[config.mk]
export PLATFORM = sky130hd
export DESIGN_NAME = bcd_mod_counter_flat
export DESIGN_NICKNAME = d
export VERILOG_FILES = /design/src/rtl/bcd_mod_counter_if.sv /design/src/rtl/bcd_mod_counter.sv /design/src/flat_wrapper.sv
export SDC_FILE = /design/constraint.sdc
export NUM_CORES = 1
export LEC_CHECK = 0
export ABC_AREA = 1
export BUFFER_PORTS_ARGS = -buffer_cell sky130_fd_sc_hd__buf_4
export CORE_ASPECT_RATIO = 1.2
export CORE_UTILIZATION = 40
export DETAILED_ROUTE_END_ITERATION = 10
export PLACE_DENSITY = 0.67
export SLEW_MARGIN = 10
export SYNTH_ARGS = -nofsm -noshare
export SYNTH_HDL_FRONTEND = slang
export SYNTH_SLANG_ARGS = --single-unit
[constraint.sdc]
create_clock -name clk -period 2.68 [get_ports clk]
set_clock_uncertainty 0.1 [all_clocks]
set_input_delay 0.134 -clock clk [delete_from_list [all_inputs] [get_ports clk]]
set_output_delay 0.134 -clock clk [all_outputs]
set_load 0.1 [all_outputs]
[src/rtl/bcd_mod_counter_if.sv]
// Control and digit bus of one two-digit BCD counter stage.
// The driver side uses master, the counter itself uses slave.
interface bcd_mod_counter_if;
   logic       tick;
   logic       up_down;
   logic       hold;
   logic       load_enable;
   logic [3:0] set_value1;
   logic [3:0] set_value10;
   logic [3:0] dec1;
   logic [3:0] dec10;
   logic       wrap;
   logic       is_zero;
   logic       load_err;

   modport master (
      output tick, up_down, hold, load_enable, set_value1, set_value10,
      input  dec1, dec10, wrap, is_zero, load_err
   );

   modport slave (
      input  tick, up_down, hold, load_enable, set_value1, set_value10,
      output dec1, dec10, wrap, is_zero, load_err
   );
endinterface

[src/rtl/bcd_mod_counter.sv]
// Two-digit BCD up/down counter modulo MODULUS with preload, hold and a
// one-cycle wrap pulse that drives the tick of the next cascaded stage.
module bcd_mod_counter #(
   parameter int MODULUS = 60,
   parameter int INIT    = 0
) (
   input logic            clk,
   input logic            reset_p,
   bcd_mod_counter_if.slave bus
);

   localparam logic [3:0] INIT1   = 4'(INIT % 10);
   localparam logic [3:0] INIT10  = 4'(INIT / 10);
   localparam logic [3:0] TOP1    = 4'((MODULUS - 1) % 10);
   localparam logic [3:0] TOP10   = 4'((MODULUS - 1) / 10);
   localparam logic [7:0] TOP_VAL = 8'(MODULUS - 1);
   localparam logic [7:0] MOD_VAL = 8'(MODULUS);

   logic [3:0] dec1_reg, dec1_next;
   logic [3:0] dec10_reg, dec10_next;
   logic       wrap_reg, wrap_next;
   logic       load_err_reg, load_err_next;

   logic [7:0] count_val;
   logic [7:0] set_val;
   logic       set_ok;
   logic       at_top;
   logic       at_zero;

   // Set digits can be up to 15 each, so the binary value needs 8 bits.
   assign count_val = 8'(dec10_reg) * 8'd10 + 8'(dec1_reg);
   assign set_val   = 8'(bus.set_value10) * 8'd10 + 8'(bus.set_value1);
   assign set_ok    = (bus.set_value1 <= 4'd9) && (bus.set_value10 <= 4'd9)
                      && (set_val < MOD_VAL);
   assign at_top    = (count_val == TOP_VAL);
   assign at_zero   = (dec1_reg == 4'd0) && (dec10_reg == 4'd0);

   always_comb begin
      dec1_next     = dec1_reg;
      dec10_next    = dec10_reg;
      wrap_next     = 1'b0;
      load_err_next = 1'b0;
      if (bus.load_enable) begin
         // A load always swallows a coincident tick, even a wrapping one.
         if (set_ok) begin
            dec1_next  = bus.set_value1;
            dec10_next = bus.set_value10;
         end else begin
            load_err_next = 1'b1;
         end
      end else if (bus.tick && !bus.hold) begin
         if (bus.up_down) begin
            if (at_top) begin
               dec1_next  = 4'd0;
               dec10_next = 4'd0;
               wrap_next  = 1'b1;
            end else if (dec1_reg == 4'd9) begin
               dec1_next  = 4'd0;
               dec10_next = dec10_reg + 4'd1;
            end else begin
               dec1_next  = dec1_reg + 4'd1;
            end
         end else begin
            if (at_zero) begin
               dec1_next  = TOP1;
               dec10_next = TOP10;
               wrap_next  = 1'b1;
            end else if (dec1_reg == 4'd0) begin
               dec1_next  = 4'd9;
               dec10_next = dec10_reg - 4'd1;
            end else begin
               dec1_next  = dec1_reg - 4'd1;
            end
         end
      end
   end

   always_ff @(posedge clk or posedge reset_p) begin
      if (reset_p) begin
         dec1_reg     <= INIT1;
         dec10_reg    <= INIT10;
         wrap_reg     <= 1'b0;
         load_err_reg <= 1'b0;
      end else begin
         dec1_reg     <= dec1_next;
         dec10_reg    <= dec10_next;
         wrap_reg     <= wrap_next;
         load_err_reg <= load_err_next;
      end
   end

   assign bus.dec1     = dec1_reg;
   assign bus.dec10    = dec10_reg;
   assign bus.wrap     = wrap_reg;
   assign bus.load_err = load_err_reg;
   assign bus.is_zero  = at_zero;

endmodule

[src/flat_wrapper.sv]
// flat-port wrapper written by rule: the top's interface ports become plain ports
module bcd_mod_counter_flat 
#(
   parameter int MODULUS = 60,
   parameter int INIT    = 0
)
  (clk, reset_p, bus_tick, bus_up_down, bus_hold, bus_load_enable, bus_set_value1, bus_set_value10, bus_dec1, bus_dec10, bus_wrap, bus_is_zero, bus_load_err);
  bcd_mod_counter_if bus_i ();
  input logic clk;
  input logic reset_p;
  input wire logic [$bits(bus_i.tick)-1:0] bus_tick;
  input wire logic [$bits(bus_i.up_down)-1:0] bus_up_down;
  input wire logic [$bits(bus_i.hold)-1:0] bus_hold;
  input wire logic [$bits(bus_i.load_enable)-1:0] bus_load_enable;
  input wire logic [$bits(bus_i.set_value1)-1:0] bus_set_value1;
  input wire logic [$bits(bus_i.set_value10)-1:0] bus_set_value10;
  output wire logic [$bits(bus_i.dec1)-1:0] bus_dec1;
  output wire logic [$bits(bus_i.dec10)-1:0] bus_dec10;
  output wire logic [$bits(bus_i.wrap)-1:0] bus_wrap;
  output wire logic [$bits(bus_i.is_zero)-1:0] bus_is_zero;
  output wire logic [$bits(bus_i.load_err)-1:0] bus_load_err;
  assign bus_i.tick = bus_tick;
  assign bus_i.up_down = bus_up_down;
  assign bus_i.hold = bus_hold;
  assign bus_i.load_enable = bus_load_enable;
  assign bus_i.set_value1 = bus_set_value1;
  assign bus_i.set_value10 = bus_set_value10;
  assign bus_dec1 = bus_i.dec1;
  assign bus_dec10 = bus_i.dec10;
  assign bus_wrap = bus_i.wrap;
  assign bus_is_zero = bus_i.is_zero;
  assign bus_load_err = bus_i.load_err;
  bcd_mod_counter #(.MODULUS(MODULUS), .INIT(INIT)) u_core (.clk(clk), .reset_p(reset_p), .bus(bus_i));
endmodule
== After elaboration in Yosys (flattened, before gate mapping) ==
Index checks and enable logic that the tools add are counted.
Word-level totals
  register bits: 10
  bits of input ports: 14
  output and inout bits: 11
  logic and storage cells: 53
Cells by class
  add/sub/neg operators: 6
  multipliers: 2
  $lt $le $gt $ge: 3
  equal/unequal tests: 4
  multiplexer cells: 23
  reductions and logical operators: 11
Operator list (number)
  4-bit two-way mux: 16
  8-bit by 4-bit adder with 8-bit output: 2
  4-bit by 3-bit multiplier with 7-bit output, second input constant: 2
  4-bit by 1-bit adder with 4-bit output, second input constant: 2
  8-bit by 6-bit equality test with 1-bit output, second input constant: 1
  4-bit <= comparator, second input constant: 2
  4-bit logical NOT: 2
  8-bit by 6-bit < comparator with 1-bit output, second input constant: 1
  4-bit by 1-bit subtractor with 4-bit output, second input constant: 2
  1-bit two-way mux: 7
  4-bit equality test, second input constant: 1
  1-bit logical AND: 4
  4-bit by 1-bit != test with 1-bit output, second input constant: 1
  4-bit AND reduction: 1
  4-bit nonzero test: 1
  2-bit by 1-bit != test with 1-bit output, second input constant: 1
  2-bit AND reduction: 1
  2-bit nonzero test: 1
  1-bit logical NOT: 1

== Logic depth before layout (Yosys ltp) ==
  depth in word-level cells: 7
  depth in mapped cells: 14
  gate-level depth less buffers: 14

== Worst setup path after synthesis ==
No wires, ideal clock.
  kind: register to register
  start: reg u_core.dec10_reg[3], in the netlist u_core.bus.dec10[3]
  end: reg u_core.dec10_reg[2], in the netlist u_core.bus.dec10[2]
  setup time: 0.122 ns
  data arrival time: 2.830 ns
  data required time: 2.458 ns
  setup slack: -0.372 ns
  cell stages (with the launch flop): 13
  buffers on the path: 0
  clock period less this slack: 3.052 ns
  path through: dfrtp_1 ha_1 ha_1 fa_1 nand2_1 nor2_1 nand2_1 nor2_4 nand4_4 nand3_1 nand2_1 nand3_1 nand2_1
Between the ends
  word-level cells in the longest chain between the ends: 7
  elaborated cells between the ends (all ways): 13
  classes of those cells: 1 x add/sub; 1 x mul; 2 x eq/ne; 5 x mux; 4 x reduce/logical
RTL lines
  start, declared: line bcd_mod_counter.sv:20  | logic [3:0] dec10_reg, dec10_next;
  start signal, assigned: line bcd_mod_counter.sv:86  | dec10_reg <= dec10_next;
  4-bit by 3-bit multiplier with 7-bit output: line bcd_mod_counter.sv:31  | assign count_val = 8'(dec10_reg) * 8'd10 + 8'(dec1_reg);
  8-bit by 4-bit adder with 8-bit output: line bcd_mod_counter.sv:31
  8-bit by 6-bit equality test with 1-bit output: line bcd_mod_counter.sv:35  | assign at_top = (count_val == TOP_VAL);
  4-bit two-way mux: line bcd_mod_counter.sv:53  | if (at_top) begin
  4-bit two-way mux: line bcd_mod_counter.sv:52  | if (bus.up_down) begin
  4-bit two-way mux: line bcd_mod_counter.sv:51  | end else if (bus.tick && !bus.hold) begin
  4-bit two-way mux: line bcd_mod_counter.sv:43  | if (bus.load_enable) begin
Several ways; a longest one is shown, not always the timed one. The select of a mux whose other input is x is not followed.
A chain may end at the register's enable or synchronous reset.

== Worst setup path in the final report ==
  start: reg u_core.dec10_reg[1], in the netlist u_core.bus.dec10[1]
  end: reg u_core.dec10_reg[1], in the netlist u_core.bus.dec10[1]
The elaborated chain is that of the path after synthesis.

==> impl_metrics.ini <==
[die]
start_util_pct = 43.1
rows = 23
die_x_um = 57.7
ioPinCount = 25
core_sq_mm = 0.00345
dieArea_sq_mm = 0.00397
fp.dieH_um = 68.8

[clock_network]
clock_sinks = 10
htreeDepth = 1
cts_tree = yes
clk_latency_ns = 0.24
cts_max_path_buffers = 2
root_buffer = clkbuf_8
clk_pin_slew_ns = 0.06
cts_made_buffers = 3

[timing]
drv_slew = 0
period_needed_ns = 2.46
setup_violations = 0
worstMarginPinSlew_ns = 0.439
finalHoldViolCount = 0
rsz0062_at_grt = no
tns_ns = 0
fmax_mhz = 407
min_period_over_period_pct = 91.6
relSlewSlack_pct = 70.7

[setup_path]
cp-startpoint = u_core.bus.dec10[1]
required_ns = 2.71
cp-start-kind = flop
path_class = flop to flop
rr_startpoint = u_core.bus.dec10[1]
crit_fanout = 8
critPathCaptureType = flop
worstPathArrival_ns = 2.49

[layout]
nNetsFinal = 282
finalInstanceArea_sq_mm = 0.00184
drive_gt1_share_pct = 28.6
syn_to_final_growth_pct = 23.8
diodes = 0

[synthesis]
yosysSeqAreaShare_pct = 16.8
ys.flop_type = dfrtp_1
synth_seq_cells = 10
syn_inst = 212
synth.distinct_cells = 30
syn_avg_cell_area_sq_um = 7.02
synth_nets = 248
yosysWarnings = 0
netlist_area_sq_mm = 0.00149
synth-edff-count = 0
synth_top_cell_area_share_pct = 16.8
async_flop_share_pct = 100
yosysMostFrequentCell = nand2_1
synth_area_leader_cell = dfrtp_1
synthTopCellsByArea = dfrtp_1 (17%), ha_1 (15%), nand2_1 (13%)
ys_top_cells_by_count = nand2_1 (52), inv_1 (25), nand3_1 (24), ha_1 (18), nor2_1 (14)

[routing]
antenna_left = 0
drtPass1Iterations = 10
vias = 1502
avgViaCountPerCell = 5.33
wirelength_um = 3680
route.detailed.drc = 1
drt_iter0_drc = 58
wl_per_cell_um = 13.1

[placement]
dp_hpwl_um = 2930
dpl_cell_area_sq_mm = 0.00174
port_buffers = 24
gp_congestion = 0.859

[grt]
antenna_found_initial = 0
grt_max_degree = 12
grt_use_total_pct = 20.3
grt_overflow_total = 0
busiest_layer = met2
use_met2_pct = 37.6
grt_util_met1_pct = 24.4
grt_pass1_wl_um = 6110
grt_pass1_vias = 1398
grtUsageMet3_pct = 2.80

[pwr]
power_density_mw_per_mm2 = 1050
p_leak_nw = 0.971
peakVddDrop_v = 0.000849

[run_status]
status = finished with violations
violations = design-rule violations

[run]
cap_violations = 0

[worst_hold_path]
hp-start = bus_set_value1[0]
hold_path_class = input port to flop
-- critical path: stages (launching register included) --
cell,delay [ns]
dfrtp_4,0.50
ha_4,0.24
ha_2,0.19
fa_1,0.48
nand2_1,0.05
nor2_1,0.07
nand2_1,0.08
nor2_4,0.10
nand4_4,0.14
nand2_2,0.12
nand2_1,0.05
nand2_1,0.05
nand2_1,0.05
nand2_1,0.06
nand2_1,0.05
-- path summary, 6_finish.rpt --
path / to / cells after the start / slack [ns]
max in group asynchronous: u_core.bus.dec10[1] / 3 / 1.79
min in group asynchronous: u_core.bus.dec1[2] / 3 / 0.35
hold reg to reg: u_core.bus.dec1[1] / 2 / 0.50
setup / recovery: u_core.bus.dec10[1] / 14 / 0.22
hold / removal: u_core.bus.dec1[0] / 5 / 0.08
setup reg to reg: u_core.bus.dec10[1] / 14 / 0.22
-- per-layer routing --
metal / routed length (um) / up-vias
met2: 1920 / 31
met4: 40 / 0
li1: - / 763
met1: 1560 / 703
met3: 162 / 5
met5: 0 / -
-- where the power goes --
group	switching (mW)	leakage [nW]	internal [mW]
Clock	0.0699	0.0288	0.130
Combinational	0.975	0.823	0.468
Sequential	0.0779	0.119	0.217
-- logic make-up after synthesis --
group,count (synthesis),share of synthesized area (%)
simple gates,114,39.3
buf+inv,34,9.33
compound gates,26,10.5
fa+ha+maj,22,20.5
flops,10,16.8
xor+xnor,6,3.53
-- final cells by class --
| type | count | area (sq um) |
|---|---|---|
| fillers | 354 | 1610 |
| multi-input cells | 168 | 1120 |
| flip-flops and latches | 10 | 262 |
| repair buffers | 31 | 235 |
| inverters | 32 | 120 |
| clock buffers | 4 | 55.1 |
| well taps | 37 | 46.3 |
-- cell usage in the layout (no fill, tap or decap) --
cell,instances
nand4_1,3
o21ai_1,1
fa_1,4
nor3_2,2
inv_2,6
nand4_4,2
buf_4,30
o21bai_1,1
o21ai_2,1
nand4_2,1
dfrtp_4,2
nand2_2,8
ha_1,16
nand3b_1,5
o211ai_1,1
dfrtp_1,5
o21ai_0,5
nor2_4,2
dfrtp_2,3
xnor2_1,1
nand3_1,23
clkbuf_8,4
a21oi_1,12
xor2_1,5
ha_2,1
and3_1,1
nor2_1,14
a21oi_2,4
nand3_2,3
dlygate4sd3_1,1
ha_4,1
inv_1,25
o31ai_1,1
clkinv_1,1
nand2_1,50
-- stage by stage --
step | power [mW] | setup slack (ns) | utilization (%) | hold WS (ns) | std cells
final | 1.94 | 0.225 | 53.4 | 0.0845 | 282
after detailed placement | 1.69 | 0.0847 | 50.3 | 0.0735 | 275
after global routing | 2.11 | 0.0506 | 53.4 | 0.107 | 282
after floorplan | 1.37 | 0.00396 | - | -0.126 | 212
after CTS | 1.90 | 0.0622 | 52.2 | 0.0925 | 280
after global placement | 1.69 | 0.125 | 50.3 | 0.0683 | 275
-- what timing repair did --
action,in CTS,in global routing
setup buffers,0,2
endpoints found under the setup margin,0,4
endpoints found under the hold margin,10,0
hold buffers,1,0
resized for setup,0,5
No activity file was read; power rests on OpenSTA's default activity.
